File: src/rtl/ws2812_encoder_pkg.sv
// timing_constants: shared timing constants, state encoding and pixel type
// for the WS2812 encoder. Cycle counts assume a 50 MHz system clock.
package timing_constants;

    // Bit timing in clock cycles; every bit period is 62 cycles.
    localparam int T0H_CYCLES   = 20;
    localparam int T0L_CYCLES   = 42;
    localparam int T1H_CYCLES   = 40;
    localparam int T1L_CYCLES   = 22;

    // Latch (reset) gap after a frame-last pixel: 50 us.
    localparam int RESET_CYCLES = 2500;

    // Default pixel word size and bit-index width.
    localparam int PIXEL_WIDTH_DEFAULT = 24;
    localparam int IDX_WIDTH           = 5;

    typedef enum logic [1:0] {
        IDLE  = 2'd0,
        HIGH  = 2'd1,
        LOW   = 2'd2,
        LATCH = 2'd3
    } enc_state_t;

    typedef logic [PIXEL_WIDTH_DEFAULT-1:0] pixel_word_t;

    // Length in cycles of the phase entered in state st for data bit bit_val.
    // IDLE has no timed phase, so it reports one cycle (counter loads 0).
    function automatic int phase_cycles(input enc_state_t st, input logic bit_val);
        case (st)
            HIGH:    phase_cycles = bit_val ? T1H_CYCLES : T0H_CYCLES;
            LOW:     phase_cycles = bit_val ? T1L_CYCLES : T0L_CYCLES;
            LATCH:   phase_cycles = RESET_CYCLES;
            default: phase_cycles = 1;
        endcase
    endfunction

endpackage

File: src/rtl/ws2812_pixel_hold.sv
// ws2812_pixel_hold: one-entry holding register between the pixel producer
// and the encoder FSM. Stores {data, last} plus a full flag.
//
// Handshake: a transfer happens on a rising clock edge where valid && ready
// are both high. ready is simply "register empty", so it never depends on
// valid in the same cycle. The producer must keep data/last stable while
// valid is high and ready is low. An unload (i_unload) empties the register
// and ready rises on the following cycle; a transfer and an unload can never
// coincide because ready is low whenever there is something to unload.
module ws2812_pixel_hold
    import timing_constants::*;
#(
    parameter int PIXEL_WIDTH = 24
) (
    input  logic                   i_clk,
    input  logic                   i_reset_n,
    input  logic [PIXEL_WIDTH-1:0] i_pixel_data,
    input  logic                   i_pixel_last,
    input  logic                   i_pixel_valid,
    output logic                   o_pixel_ready,
    input  logic                   i_unload,
    output logic [PIXEL_WIDTH-1:0] o_hold_data,
    output logic                   o_hold_last,
    output logic                   o_hold_full
);

    logic                   hold_full;
    logic [PIXEL_WIDTH-1:0] hold_data;
    logic                   hold_last;
    logic                   accept;

    assign accept = i_pixel_valid && !hold_full;

    // Capture on handshake, empty on unload; reset discards any held pixel.
    always_ff @(posedge i_clk or negedge i_reset_n) begin
        if (!i_reset_n) begin
            hold_full <= 1'b0;
            hold_data <= '0;
            hold_last <= 1'b0;
        end else if (accept) begin
            hold_full <= 1'b1;
            hold_data <= i_pixel_data;
            hold_last <= i_pixel_last;
        end else if (i_unload) begin
            hold_full <= 1'b0;
        end
    end

    assign o_pixel_ready = !hold_full;
    assign o_hold_data   = hold_data;
    assign o_hold_last   = hold_last;
    assign o_hold_full   = hold_full;

endmodule

File: src/rtl/ws2812_encoder.sv
// ws2812_encoder: serialises GRB pixel words (MSB first) onto the WS2812
// single-wire NRZ data line. Pixels queue in a one-entry holding register so
// consecutive pixels stream without a gap; a latch period follows any pixel
// flagged as frame-last.
// Optional feature: define WS2812_UNDERRUN_FLAG_EN to add the o_underrun
// output, a one-cycle pulse when the stream runs dry mid-frame.
module ws2812_encoder
    import timing_constants::*;
#(
    parameter int CNT_WIDTH   = 12,
    parameter int PIXEL_WIDTH = 24
) (
    input  logic                   i_clk,
    input  logic                   i_reset_n,
    input  logic [PIXEL_WIDTH-1:0] i_pixel_data,
    input  logic                   i_pixel_last,
    input  logic                   i_pixel_valid,
    output logic                   o_pixel_ready,
    output logic                   o_serial,
    output logic                   o_busy,
`ifdef WS2812_UNDERRUN_FLAG_EN
    output logic                   o_underrun,
`endif
    output enc_state_t             o_dbg_state
);

    // FSM state
    enc_state_t state;
    enc_state_t state_next;

    // Datapath
    logic [CNT_WIDTH-1:0]   phase_cnt;
    logic                   phase_done;
    logic [IDX_WIDTH-1:0]   bit_idx;
    logic [PIXEL_WIDTH-1:0] shifter;
    logic                   pixel_last_q;

    // Holding register interface
    logic [PIXEL_WIDTH-1:0] hold_data;
    logic                   hold_last;
    logic                   hold_full;
    logic                   hold_unload;

    // Per-cycle control decoded from the FSM
    logic                   shift_en;
    logic                   next_bit;

    ws2812_pixel_hold #(
        .PIXEL_WIDTH (PIXEL_WIDTH)
    ) u_hold (
        .i_clk         (i_clk),
        .i_reset_n     (i_reset_n),
        .i_pixel_data  (i_pixel_data),
        .i_pixel_last  (i_pixel_last),
        .i_pixel_valid (i_pixel_valid),
        .o_pixel_ready (o_pixel_ready),
        .i_unload      (hold_unload),
        .o_hold_data   (hold_data),
        .o_hold_last   (hold_last),
        .o_hold_full   (hold_full)
    );

    // A timed phase finishes on the cycle its down-counter reads zero.
    assign phase_done = (phase_cnt == '0);

    // State register.
    always_ff @(posedge i_clk or negedge i_reset_n) begin
        if (!i_reset_n) begin
            state <= IDLE;
        end else begin
            state <= state_next;
        end
    end

    // Next-state logic: HIGH/LOW alternate per bit, end of pixel picks
    // latch, seamless reload, or fall back to IDLE.
    always_comb begin
        state_next = state;
        case (state)
            IDLE: begin
                if (hold_full) begin
                    state_next = HIGH;
                end
            end
            HIGH: begin
                if (phase_done) begin
                    state_next = LOW;
                end
            end
            LOW: begin
                if (phase_done) begin
                    if (bit_idx != '0) begin
                        state_next = HIGH;
                    end else if (pixel_last_q) begin
                        state_next = LATCH;
                    end else if (hold_full) begin
                        state_next = HIGH;
                    end else begin
                        state_next = IDLE;
                    end
                end
            end
            LATCH: begin
                if (phase_done) begin
                    state_next = IDLE;
                end
            end
            default: state_next = IDLE;
        endcase
    end

    // Output/control decode: busy flag, hold unload, shift, and the bit
    // value that the next phase will be timed against.
    always_comb begin
        o_busy      = (state != IDLE);
        hold_unload = 1'b0;
        shift_en    = 1'b0;
        case (state)
            IDLE: begin
                hold_unload = hold_full;
            end
            LOW: begin
                if (phase_done) begin
                    if (bit_idx != '0) begin
                        shift_en = 1'b1;
                    end else if (!pixel_last_q && hold_full) begin
                        hold_unload = 1'b1;
                    end
                end
            end
            default: begin
                hold_unload = 1'b0;
            end
        endcase

        if (hold_unload) begin
            next_bit = hold_data[PIXEL_WIDTH-1];
        end else if (shift_en) begin
            next_bit = shifter[PIXEL_WIDTH-2];
        end else begin
            next_bit = shifter[PIXEL_WIDTH-1];
        end
    end

    // Shifter, bit index and last flag: reload from hold or step one bit.
    always_ff @(posedge i_clk or negedge i_reset_n) begin
        if (!i_reset_n) begin
            shifter      <= '0;
            bit_idx      <= '0;
            pixel_last_q <= 1'b0;
        end else if (hold_unload) begin
            shifter      <= hold_data;
            bit_idx      <= IDX_WIDTH'(PIXEL_WIDTH - 1);
            pixel_last_q <= hold_last;
        end else if (shift_en) begin
            shifter      <= {shifter[PIXEL_WIDTH-2:0], 1'b0};
            bit_idx      <= bit_idx - IDX_WIDTH'(1);
        end
    end

    // Phase counter: loads (length-1) on every state change, then counts
    // down and holds at zero.
    always_ff @(posedge i_clk or negedge i_reset_n) begin
        if (!i_reset_n) begin
            phase_cnt <= '0;
        end else if (state_next != state) begin
            phase_cnt <= CNT_WIDTH'(phase_cycles(state_next, next_bit) - 1);
        end else if (!phase_done) begin
            phase_cnt <= phase_cnt - CNT_WIDTH'(1);
        end
    end

    // Registered data line, high exactly while the FSM sits in HIGH.
    always_ff @(posedge i_clk or negedge i_reset_n) begin
        if (!i_reset_n) begin
            o_serial <= 1'b0;
        end else begin
            o_serial <= (state_next == HIGH);
        end
    end

`ifdef WS2812_UNDERRUN_FLAG_EN
    logic underrun_evt;

    assign underrun_evt = (state == LOW) && phase_done && (bit_idx == '0) &&
                          !pixel_last_q && !hold_full;

    // One-cycle pulse aligned with the first IDLE cycle after an underrun.
    always_ff @(posedge i_clk or negedge i_reset_n) begin
        if (!i_reset_n) begin
            o_underrun <= 1'b0;
        end else begin
            o_underrun <= underrun_evt;
        end
    end
`endif

    assign o_dbg_state = state;

endmodule

File: config.mk
export PLATFORM = sky130hd
export DESIGN_NAME = ws2812_encoder
export DESIGN_NICKNAME = d
export VERILOG_FILES = /design/src/rtl/ws2812_encoder_pkg.sv /design/src/rtl/ws2812_pixel_hold.sv /design/src/rtl/ws2812_encoder.sv
export SDC_FILE = /design/constraint.sdc
export NUM_CORES = 1
export LEC_CHECK = 0
export CAP_MARGIN = 25
export CORE_MARGIN = 8
export CORE_UTILIZATION = 35
export CTS_CLUSTER_DIAMETER = 120
export DETAILED_ROUTE_END_ITERATION = 10
export PLACE_DENSITY = 0.58
export SYNTH_ARGS = -nofsm -noshare
export SYNTH_HDL_FRONTEND = slang
export SYNTH_SLANG_ARGS = --single-unit
File: constraint.sdc
create_clock -name i_clk -period 2.6 [get_ports i_clk]
set_input_delay 0.65 -clock i_clk [delete_from_list [all_inputs] [get_ports i_clk]]
set_output_delay 0.65 -clock i_clk [all_outputs]
set_load 0.02 [all_outputs]
* After elaboration in Yosys (flattened, before gate mapping)
Index checks and enable logic that the tools add are counted.
** Storage, ports and cells
- Register bits :: 71
- Bits in latches :: 0
- RAM bits :: 0
- Memory bits (read-only) :: 0
- Memories kept :: 0
** Operators by class
- Add/sub/neg operators :: 3
- $mul :: 0
- Divide/modulo/power cells :: 0
- $lt $le $gt $ge :: 0
- Equality and inequality tests :: 8
- Shifts and indexed selects :: 0
- Multiplexer cells :: 29
- Bitwise operators :: 0
- Reductions and logical operators :: 10
** Operator list (count)
- 24-bit 2-to-1 mux :: 2
- 12-bit 2-to-1 mux :: 3
- 12-bit one-hot mux with 3 select lines :: 1
- 12-bit zero test :: 1
- 2-bit 2-to-1 mux :: 6
- 6-bit 2-to-1 mux :: 2
- 12-bit by 1-bit subtractor with 12-bit output (second input constant) :: 1
- 12-bit by 2-bit subtractor with 12-bit output (second input constant) :: 1
- 1-bit 2-to-1 mux :: 11
- 5-bit 2-to-1 mux :: 2
- 2-bit == test (second input constant) :: 4
- 2-bit one-hot mux with 4 select lines :: 1
- 2-bit nonzero test :: 3
- 5-bit nonzero test :: 1
- 5-bit by 1-bit subtractor with 5-bit output (second input constant) :: 1
- 2-bit by 1-bit == test with 1-bit output (second input constant) :: 2
- 1-bit logical AND :: 2
- 1-bit zero test :: 2
- 2-bit zero test :: 1
- 2-bit by 1-bit != test with 1-bit output (second input constant) :: 1
- 2-bit != test :: 1
- 1-bit one-hot mux with 2 select lines :: 1

* Logic depth before layout (Yosys ltp)
Gate-level depths: netlist of run 1.
- Depth in word-level cells :: 12
- Depth in mapped cells :: 10
- Gate-level depth less buffers :: 7

* Hierarchy
A second synthesis of run 1 with hierarchy kept.
** Second synthesis, totals
- Cell total of the unflattened synthesis :: 299
- Area total of the unflattened synthesis :: 3362.0 µm²
** By module, submodules not included
- ws2812_encoder :: instances 1, cells an instance 242, area each 2307.2 µm², sequential area each 1126.1 µm²
- ws2812_pixel_hold :: instances 1, cells an instance 57, area each 1054.8 µm², sequential area each 650.6 µm²

* Worst setup path before layout of run 1
OpenSTA, ideal clock, no wires.
- Path kind :: reg2reg
- Start :: register phase_cnt[0]
- End :: register phase_cnt[2]
- Arrival time :: 2268 ps
- Required time :: 2478 ps
- Path slack :: 210 ps
- Cell stages (with the launch flop) :: 10
- Buffers on the path :: 2
- Path through :: dfrtp_1 inv_1 ha_1 or3b_2 clkbuf_1 nor4_4 a31o_1 buf_4 a221oi_2 a32o_1
** On the way
- Word-level cells in the longest chain between the ends :: 10
- Elaborated cells between the ends (all ways) :: 24
- Classes of those cells :: 2 x add/sub; 5 x eq/ne; 16 x mux; 1 x reduce/logical
** Ends and longest elaborated chain
- start: declaration :: line ws2812_encoder.sv:32 : logic [CNT_WIDTH-1:0] phase_cnt;
- start signal: assignment :: line ws2812_encoder.sv:167 : phase_cnt <= CNT_WIDTH'(phase_cycles(state_next, next_bit) - 1);
- start signal: assignment :: line ws2812_encoder.sv:169 : phase_cnt <= phase_cnt - CNT_WIDTH'(1);
- 12-bit zero test :: line ws2812_encoder.sv:64 : assign phase_done = (phase_cnt == '0);
- 1-bit 2-to-1 mux :: line ws2812_encoder.sv:123 : if (phase_done) begin
- 1-bit 2-to-1 mux :: line ws2812_encoder.sv:118 : case (state)
- 1-bit 2-to-1 mux :: line ws2812_encoder.sv:138 : end else if (shift_en) begin
- 1-bit 2-to-1 mux :: line ws2812_encoder.sv:136 : if (hold_unload) begin
- 6-bit 2-to-1 mux (on tied branches) :: line ws2812_encoder_pkg.sv:32, ws2812_encoder_pkg.sv:31
- 12-bit one-hot mux with 3 select lines :: line ws2812_encoder_pkg.sv:30 : case (st)
- 12-bit 2-to-1 mux :: line ws2812_encoder.sv:166 : end else if (state_next != state) begin
- 12-bit by 2-bit subtractor with 12-bit output :: line ws2812_encoder.sv:167
- 12-bit 2-to-1 mux :: line ws2812_encoder.sv:166
Parallel ways exist; a longest one is shown, timed or not. The select of a mux whose other input is x is not followed.
A chain may end at the register's enable or synchronous reset.

* Final worst setup path of run 1
- Start :: register phase_cnt[0]
- End :: register shifter[19]
** On the way
- Word-level cells in the longest chain between the ends :: 4
- Elaborated cells between the ends (all ways) :: 7
- Classes of those cells :: 5 x mux; 2 x reduce/logical
** Ends and longest elaborated chain
- 12-bit zero test * :: line ws2812_encoder.sv:64
- 1-bit 2-to-1 mux :: line ws2812_encoder.sv:123
- 1-bit one-hot mux with 2 select lines / 1-bit 2-to-1 mux (equally long branches) :: line ws2812_encoder.sv:118
- 24-bit 2-to-1 mux / 2-bit nonzero test (equally long branches)
- end signal: assignment :: line ws2812_encoder.sv:152 : shifter <= hold_data;
- end signal: assignment :: line ws2812_encoder.sv:156 : shifter <= {shifter[PIXEL_WIDTH-2:0], 1'b0};
- end: declaration :: line ws2812_encoder.sv:35 : logic [PIXEL_WIDTH-1:0] shifter;
Mark *: on every way between the ends. The rest lies on a longest branch, timed or not.

==> impl_metrics.ini, run 1 <==
[clock_network]
cts.clk_slew.worst_paths_ps = 70
cts_buffer_depth = 2
cts_buffers = 9
cts_post_setup_buffers_inserted = 0
h-tree-depth = 3
cts_resized = 0
postCtsHoldBufs = 0
clock-sinks = 71
tritoncts = done
clk_latency_ps = 350
cts_root_buf = clkbuf_8

[global_routing]
antenna_found_initial = 0
grt_usage_pct = 11.2
grt_pass1_vias = 2495
grt_pass1_wl_um = 11500
grt_max_degree = 72
grt_overflow = 0

[yosys]
async_flop_share_pct = 100
synth-main-ff-cell = dfrtp_1
synth_edf_count = 0
yosysWarningCount = 0
synth_top_area_share_pct = 54.2
synth-seq-area-share_pct = 54.2
synth-seq-cells = 71
avgSynthCellArea_um2 = 10.7
synth_cell_type_count = 48
postSynthNetCount = 337
synth_most_common_cell = dfrtp_1
synthTopCellsByArea = dfrtp_1 (54%), mux2_2 (8.3%), nand2_1 (7.6%)
yosys-top-cells-count = dfrtp_1 (71), nand2_1 (66), mux2_2 (24), a22oi_1 (23), nor2_1 (12)
synth_cells = 306
syn-cell-area_um2 = 3280
synth_top_area_cell = dfrtp_1

[detailed_routing]
detail-route-antenna-nets = 0
drt-pass1-iter-count = 4
first_iter_violations = 86
wire_per_inst_um = 14.8
dr_total_vias = 2391
vias_per_cell = 5.20
drc = 0
wirelength_um = 6790

[sta]
fmax_ghz = 0.413
min_period_ps = 2420
clock_skew_ps = 10.0
rsz0062_at_grt = no
hold_violations = 0
slew_violations = 0
worst_slew_pin_slew_ps = 640
tns_ps = 0
holdWs_ps = 294
relSlewSlack_pct = 57.4
setup_viol = 0
finalCritPeriodShare_pct = 93.2

[place]
port_buffers = 32
dp_hpwl_um = 4690
dp.cells = 444
gp_congestion = 0.833

[worst_setup_path]
cp-end-kind = flop
critPathArrivalTime_ps = 2710
path_max_fanout = 14
cp_cell_sequence = inv_1 -> ha_1 -> or3b_2 -> or4_4 -> nor2_4 -> buf_4 -> a22oi_1 -> nand2_1
startpoint_type = flop
critPathSlowestCell = or3b_2
slowest_delay_ps = 560
cp.required_ps = 2880
reg2reg_slack_ps = 180
path_class = reg -> reg

[floorplanning]
std_cell_rows = 35
core_um2 = 9150
fp.dieArea_um2 = 12700
initial_utilization_pct = 35.8
num_io_pins = 33
fp.dieW_um = 113
die_h_um = 113

[layout]
drive_gt1_share_pct = 17.8
fin_util_pct = 43.3
stdcell_count = 460
final_nets = 375
area_growth_pct = 21.0
diodes = 0

[pwr]
p_per_area_nw_per_um2 = 1080
ir_drop_uv = 362
leakagePower_nw = 1.76

[outcome]
run_status = completed

[min_path]
min_path_type = in -> async

[run]
maxCapViolCount = 0
==> flip-flops by register name (all words and copies together) (netlist names) <==
signal              count
bit_idx                 5
o_dbg_state             2
o_serial                1
phase_cnt              12
pixel_last_q            1
shifter                24
u_hold.o_hold_data     24
u_hold.o_hold_full      1
u_hold.o_hold_last      1
==> worst max-delay path, delay by kind of cell (launching register included) <==
family / cells / cell delay, ps
buffers and inverters: 2 / 310
and+or+nand+nor: 4 / 1350
adders and majority gates: 1 / 180
AOI/OAI and AO/OA: 1 / 110
DFF: 1 / 420
==> power by group <==
part           switching (mW)  internal [mW]
clock                   0.406          0.543
combinational           0.712          0.668
sequential              0.359           1.60
total                    1.48           2.82
==> per-stage QoR <==
step | setup slack (ps) | area (um2) | power [mW]
after floorplan | 210 | 3280 | 2.94
after global placement | 230 | 3750 | 3.34
after detailed placement | 175 | 3750 | 3.38
after CTS | 160 | 3970 | 4.35
after global routing | 17.0 | 3970 | 4.62
final | 177 | 3970 | 4.29
==> cell type report <==
cell class / instances / area [um2]
multi-input cells: 212 / 1400
well taps: 111 / 139
fillers: 873 / 5190
repair buffers: 44 / 418
clock buffers: 11 / 131
inverters: 6 / 22.5
flip-flops and latches: 71 / 1780
clock inverters: 5 / 81.3
==> cells by family after synthesis <==
| group | Yosys count | share of synthesized area, % |
|---|---|---|
| AO/OA/AOI/OAI | 63 | 13.9 |
| XOR/XNOR | 10 | 2.67 |
| adder cells (fa/ha/maj) | 3 | 1.15 |
| buffers and inverters | 23 | 3.21 |
| flip-flops | 71 | 54.2 |
| multiplexers | 24 | 8.25 |
| AND/OR/NAND/NOR | 112 | 16.6 |
==> routing by layer <==
metal | share of wire (%) | track usage, % | routed length (um) | vias up
li1 | - | - | - | 1158
met1 | 46 | 13.0 | 3090 | 1162
met2 | 48 | 18.4 | 3230 | 62
met3 | 5.4 | 4.37 | 369 | 9
met4 | 1.4 | 4.14 | 94 | 0
met5 | 0 | 0 | 0 | -
==> path summary, 6_finish.rpt <==
check | start | to | cells after the start
worst max register to register | phase_cnt[0]$_DFFE_PN0P_ | shifter[19]$_DFFE_PN0P_ | 8
min in group i_clk | u_hold.o_hold_data[0]$_DFFE_PN0P_ | shifter[0]$_DFFE_PN0P_ | 2
worst min register to register | u_hold.o_hold_data[0]$_DFFE_PN0P_ | shifter[0]$_DFFE_PN0P_ | 2
worst max-delay path | phase_cnt[0]$_DFFE_PN0P_ | shifter[19]$_DFFE_PN0P_ | 8
worst min-delay path | i_reset_n | o_dbg_state[0]$_DFF_PN0_ | 2
max in group asynchronous | i_reset_n | bit_idx[3]$_DFFE_PN0P_ | 2
==> cells in the final DEF (no fill, tap or decap), types with 2 or more instances in the layout <==
master / count
clkdlybuf4s50_1: 31
buf_4: 11
o21ai_0: 10
o41ai_1: 2
dfrtp_1: 71
nand2b_1: 4
mux2_2: 24
or4_1: 5
nor3b_1: 2
a21oi_1: 7
xor2_1: 7
nor3_1: 4
ha_1: 3
a211oi_1: 2
nor2_1: 12
clkbuf_8: 9
or3_1: 4
nand2_1: 66
clkbuf_1: 2
bufinv_16: 2
nand3_1: 5
xnor2_1: 3
inv_1: 6
a22oi_1: 23
a21o_1: 4
Note: power is estimated with default switching activity, not from simulation.
==> inputs of run 2 (changes only) <==
Settings changed: DONT_BUFFER_PORTS set to 1, PLACE_DENSITY 0.58 to 0.54.
==> run 2 against run 1 <==
  * Routed wire length rose by 2.8%
  * Combinational power fell by 7%
  * Hold slack got worse by 120 ps
  * Largest power group unchanged
  * Via count fell by 5.1%
  * Total power fell by 2.9%
  * Highest routed layer unchanged
  * Core utilization fell by 3.2 points
==> impl_metrics.ini, run 2 (synthesis results as in run 1) <==
[layout]
n_fill_cell = 909
diodes = 0
area_growth_pct = 12.2
final_nets = 344
final_cell_mix = dfrtp_1 (71), nand2_1 (66), mux2_2 (24), a22oi_1 (23), nor2_1 (12)
final_common_cell = dfrtp_1
drive_gt1_share_pct = 20.4

[floorplanning]
die_h_um = 113
initial_utilization_pct = 35.8
fp.dieArea_um2 = 12700
fp.dieW_um = 113
num_io_pins = 33
std_cell_rows = 35
core_um2 = 9150

[sta]
hold_violations = 0
fmax_ghz = 0.402
worst_slew_pin_slew_ps = 619
clock_skew_ps = 5.91
relSlewSlack_pct = 58.7
rsz0062_at_grt = no
slew_violations = 0
holdWs_ps = 179
setup_viol = 0
finalCritPeriodShare_pct = 95.8
tns_ps = 0
min_period_ps = 2490

[detailed_routing]
met3WireLength_um = 545
wl_met1_um = 3240
drc = 0
dr_total_vias = 2270
wirelength_um = 6980
top_layer = met4
vias_per_cell = 5.29
first_iter_violations = 99
detail-route-antenna-nets = 0
drt-pass1-iter-count = 4
wl_met2_um = 3130
wire_per_inst_um = 16.3

[worst_setup_path]
critPathArrivalTime_ps = 2730
cp.required_ps = 2840
path_buf_inv = 2
reg2reg_depth = 8
critPathSlowestCell = or3b_2
reg2reg_slack_ps = 110
path_delay_family = simple AND/OR/NAND/NOR gates
path_max_fanout = 23
cp_cell_sequence = inv_1 -> ha_1 -> or3b_2 -> or4_4 -> nor2_4 -> buf_12 -> xnor2_1 -> nand2_1
slowest_delay_ps = 570
startpoint = phase_cnt[0]$_DFFE_PN0P_
r2r_start = phase_cnt[0]$_DFFE_PN0P_
startpoint_type = flop
crit-reg2reg-capture = bit_idx[0]$_DFFE_PN0P_
cp-end-kind = flop
path_class = reg -> reg

[clock_network]
cts.clk_slew.worst_paths_ps = 80
cts_buffer_depth = 2
clk_latency_ps = 350
clock-sinks = 71
tritoncts = done
h-tree-depth = 3
cts_post_setup_buffers_inserted = 0
cts_root_buf = clkbuf_8
cts_buffers = 9

[pwr]
p_sw_share_pct = 35.9
leakagePower_nw = 1.64
p_comb_share_pct = 30.9
p_sw_mw = 1.49
p_clk_share_pct = 21.8
ir_drop_uv = 470
p_per_area_nw_per_um2 = 1130
seqPwrFrac_pct = 47.3
internal_power_mw = 2.67

[global_routing]
grt_overflow = 0
grt_usage_pct = 11.6
grt_pass1_vias = 2281
grt_pass1_wl_um = 11800
antenna_found_initial = 0
grt_max_degree = 72

[min_path]
min_path_type = in -> async

[place]
gp_congestion = 0.806
port_buffers = 0
dp_hpwl_um = 4660

[run]
maxCapViolCount = 0

[outcome]
run_status = completed
run 2: timing repair:
action | 4_1_cts | 5_1_grt
setup endpoints to repair | 0 | 4
hold endpoints to repair | 71 | 0
hold buffers | 1 | 0
resized for setup | 0 | 1
run 2: worst max path at each step:
stage | slack [ps] | to | depth (start not counted)
2_1_floorplan | 210 | phase_cnt[2]$_DFFE_PN0P_ | 9
3_3_place_gp | 210 | bit_idx[0]$_DFFE_PN0P_ | 8
3_5_place_dp | 70 | phase_cnt[5]$_DFFE_PN0P_ | 7
4_1_cts | 40 | phase_cnt[5]$_DFFE_PN0P_ | 7
5_1_grt | 10 | phase_cnt[7]$_DFFE_PN0P_ | 7
6_report | 110 | bit_idx[0]$_DFFE_PN0P_ | 8
run 2: worst register-to-register path, delay by kind of cell (launching register included):
kind | cells | cell delay [ps]
buf+inv | 2 | 270
simple gates | 4 | 1350
fa+ha+maj | 1 | 200
flops | 1 | 430
xor+xnor | 1 | 130
run 2: area by class of cell:
cell class / count / area, um2 / share of cell area (%)
Clock buffer: 10 / 138 / 3.74
Clock inverter: 6 / 68.8 / 1.87
Inverter: 6 / 22.5 / 0.613
Multi-Input combinational cell: 212 / 1400 / 38.1
Sequential cell: 71 / 1780 / 48.3
Tap cell: 111 / 139 / 3.78
Timing Repair Buffer: 13 / 130 / 3.54
run 2: power groups by stage:
| stage | clock network, mW | logic, mW | registers, mW |
|---|---|---|---|
| after global placement | 0 | 1.24 | 1.98 |
| after detailed placement | 0 | 1.27 | 2.00 |
| after global routing | 0.992 | 1.45 | 2.04 |
| after floorplan | 0 | 1.06 | 1.87 |
| final | 0.909 | 1.29 | 1.97 |
| after CTS | 0.947 | 1.30 | 1.98 |
run 2: metrics by stage:
step	std cells	setup WS (ps)	instance area (um2)	util, %	power [mW]
finish	429	110	3680	40.2	4.17
global route	429	14.7	3680	40.2	4.49
CTS	429	39.6	3670	40.1	4.23
detailed placement	412	73.8	3440	37.6	3.27
global placement	412	205	3440	37.6	3.22
floorplan	306	210	3280	-	2.94
run 2: per-layer routing:
| metal | global-route usage, % | up-vias |
|---|---|---|
| met4 | 3.15 | 0 |
| li1 | - | 1106 |
| met1 | 14.1 | 1113 |
| met2 | 17.6 | 45 |
| met5 | 0 | - |
| met3 | 6.07 | 6 |
==> inputs of run 3 (changes only) <==
Settings changed: CORE_MARGIN 8 to 10.
Clock period 2.6 ns to 2.79 ns, I/O delays scaled along.
==> run 3 against run 2 <==
  * Core utilization is 0.44 points lower
  * Maximum frequency fell by 2.0%
  * Clock skew is 3.2 ps higher
  * Highest routed layer unchanged
  * Hold slack got worse by 130 ps
  * Largest cell class unchanged
==> impl_metrics.ini, run 3 (synthesis results as in run 1) <==
[global_routing]
antenna_found_initial = 1
grt_pass1_wl_um = 11600
grt_overflow = 0
grt_max_degree = 72
grt_pass1_vias = 2273
grt_usage_pct = 10.8

[detailed_routing]
drt-pass1-iter-count = 4
detail-route-antenna-nets = 0
first_iter_violations = 144
vias_per_cell = 5.31
wire_per_inst_um = 16.1
dr_total_vias = 2269
drc = 0
wirelength_um = 6890

[worst_setup_path]
cp.required_ps = 3070
path_max_fanout = 20
critPathArrivalTime_ps = 2820
cp-end-kind = flop
path_class = reg -> reg
startpoint_type = flop

[layout]
final_nets = 342
stdcell_count = 427
final_common_cell = dfrtp_1
drive_gt1_share_pct = 19.0
area_growth_pct = 11.5
final_cell_mix = dfrtp_1 (71), nand2_1 (66), mux2_2 (24), a22oi_1 (23), nor2_1 (12)
n_fill_cell = 913

[clock_network]
cts_buffer_depth = 2
tritoncts = done
cts_root_buf = clkbuf_8
clk_latency_ps = 340
postCtsHoldBufs = 0
cts_buffers = 9
cts_resized = 0
cts_post_setup_buffers_inserted = 0
cts.clk_slew.worst_paths_ps = 70
clock-sinks = 71
h-tree-depth = 3

[pwr]
ir_drop_uv = 499
leakagePower_nw = 1.63
p_total_mw = 3.98
p_per_area_nw_per_um2 = 1090

[sta]
worst_slew_pin_slew_ps = 648
relSlewSlack_pct = 56.8
hold_violations = 0
setup_viol = 0
fin_ws_ps = 251
slew_violations = 0
finalCritPeriodShare_pct = 91.0
holdWs_ps = 48.2
min_period_ps = 2540
rsz0062_at_grt = no
clock_skew_ps = 9.11
fmax_ghz = 0.394
tns_ps = 0

[floorplanning]
fp.dieArea_um2 = 13600
core_um2 = 9200
fp.dieW_um = 117
std_cell_rows = 35
initial_utilization_pct = 35.6
die_h_um = 117
num_io_pins = 33

[place]
pre_cts_slack_ps = 272
dp.cells = 411
dp_hpwl_um = 4660
port_buffers = 0
gp_congestion = 0.826

[outcome]
run_status = completed

[min_path]
min_path_type = in -> async

[run]
maxCapViolCount = 0
[run 3: per-stage QoR]
stage / area, um2 / util, %
after global routing: 3650 / 39.7
final: 3650 / 39.7
after CTS: 3650 / 39.7
after global placement: 3420 / 37.2
after detailed placement: 3420 / 37.2
after floorplan: 3280 / -
[run 3: path summary, 6_finish.rpt]
| check | start | to | slack [ps] | cells past startpoint |
|---|---|---|---|---|
| min in group i_clk | shifter[17]$_DFFE_PN0P_ | shifter[17]$_DFFE_PN0P_ | 470 | 2 |
| worst max register to register | phase_cnt[1]$_DFFE_PN0P_ | shifter[13]$_DFFE_PN0P_ | 250 | 8 |
| worst min-delay path | i_reset_n | phase_cnt[2]$_DFFE_PN0P_ | 50 | 0 |
| max in group asynchronous | i_reset_n | u_hold.o_hold_data[17]$_DFFE_PN0P_ | 2630 | 0 |
| worst max-delay path | phase_cnt[1]$_DFFE_PN0P_ | shifter[13]$_DFFE_PN0P_ | 250 | 8 |
| worst min register to register | shifter[17]$_DFFE_PN0P_ | shifter[17]$_DFFE_PN0P_ | 470 | 2 |
[run 3: layout make-up]
cell class	instances	area [um2]	share of cell area, %
Multi-Input combinational cell	212	1400	38.2
Tap cell	111	139	3.80
Inverter	6	22.5	0.616
Timing Repair Buffer	11	82.6	2.26
Clock inverter	5	106	2.91
Clock buffer	10	128	3.49
Antenna cell	1	2.50	0.0685
Sequential cell	71	1780	48.6
[run 3: worst max-delay path: stages, from the launching register on]
cell and delay [ps]:
dfrtp_1 390, inv_1 80, ha_1 190, or3b_2 560
nor4_4 500, a31o_1 290, buf_4 270, a22oi_1 100
nand2_1 80
[run 3: power by group]
part           switching (mW)  total, mW  internal, mW
combinational           0.622       1.17         0.548
clock                   0.382      0.974         0.592
sequential              0.342       1.84          1.49
total                    1.35       3.98          2.64
[run 3: metal layers]
metal	routed length [um]	vias up	GRT usage [%]
met4	65	0	3.54
met5	0	-	0
met3	461	8	4.93
met2	3110	49	15.9
met1	3250	1117	13.8
li1	-	1095	-
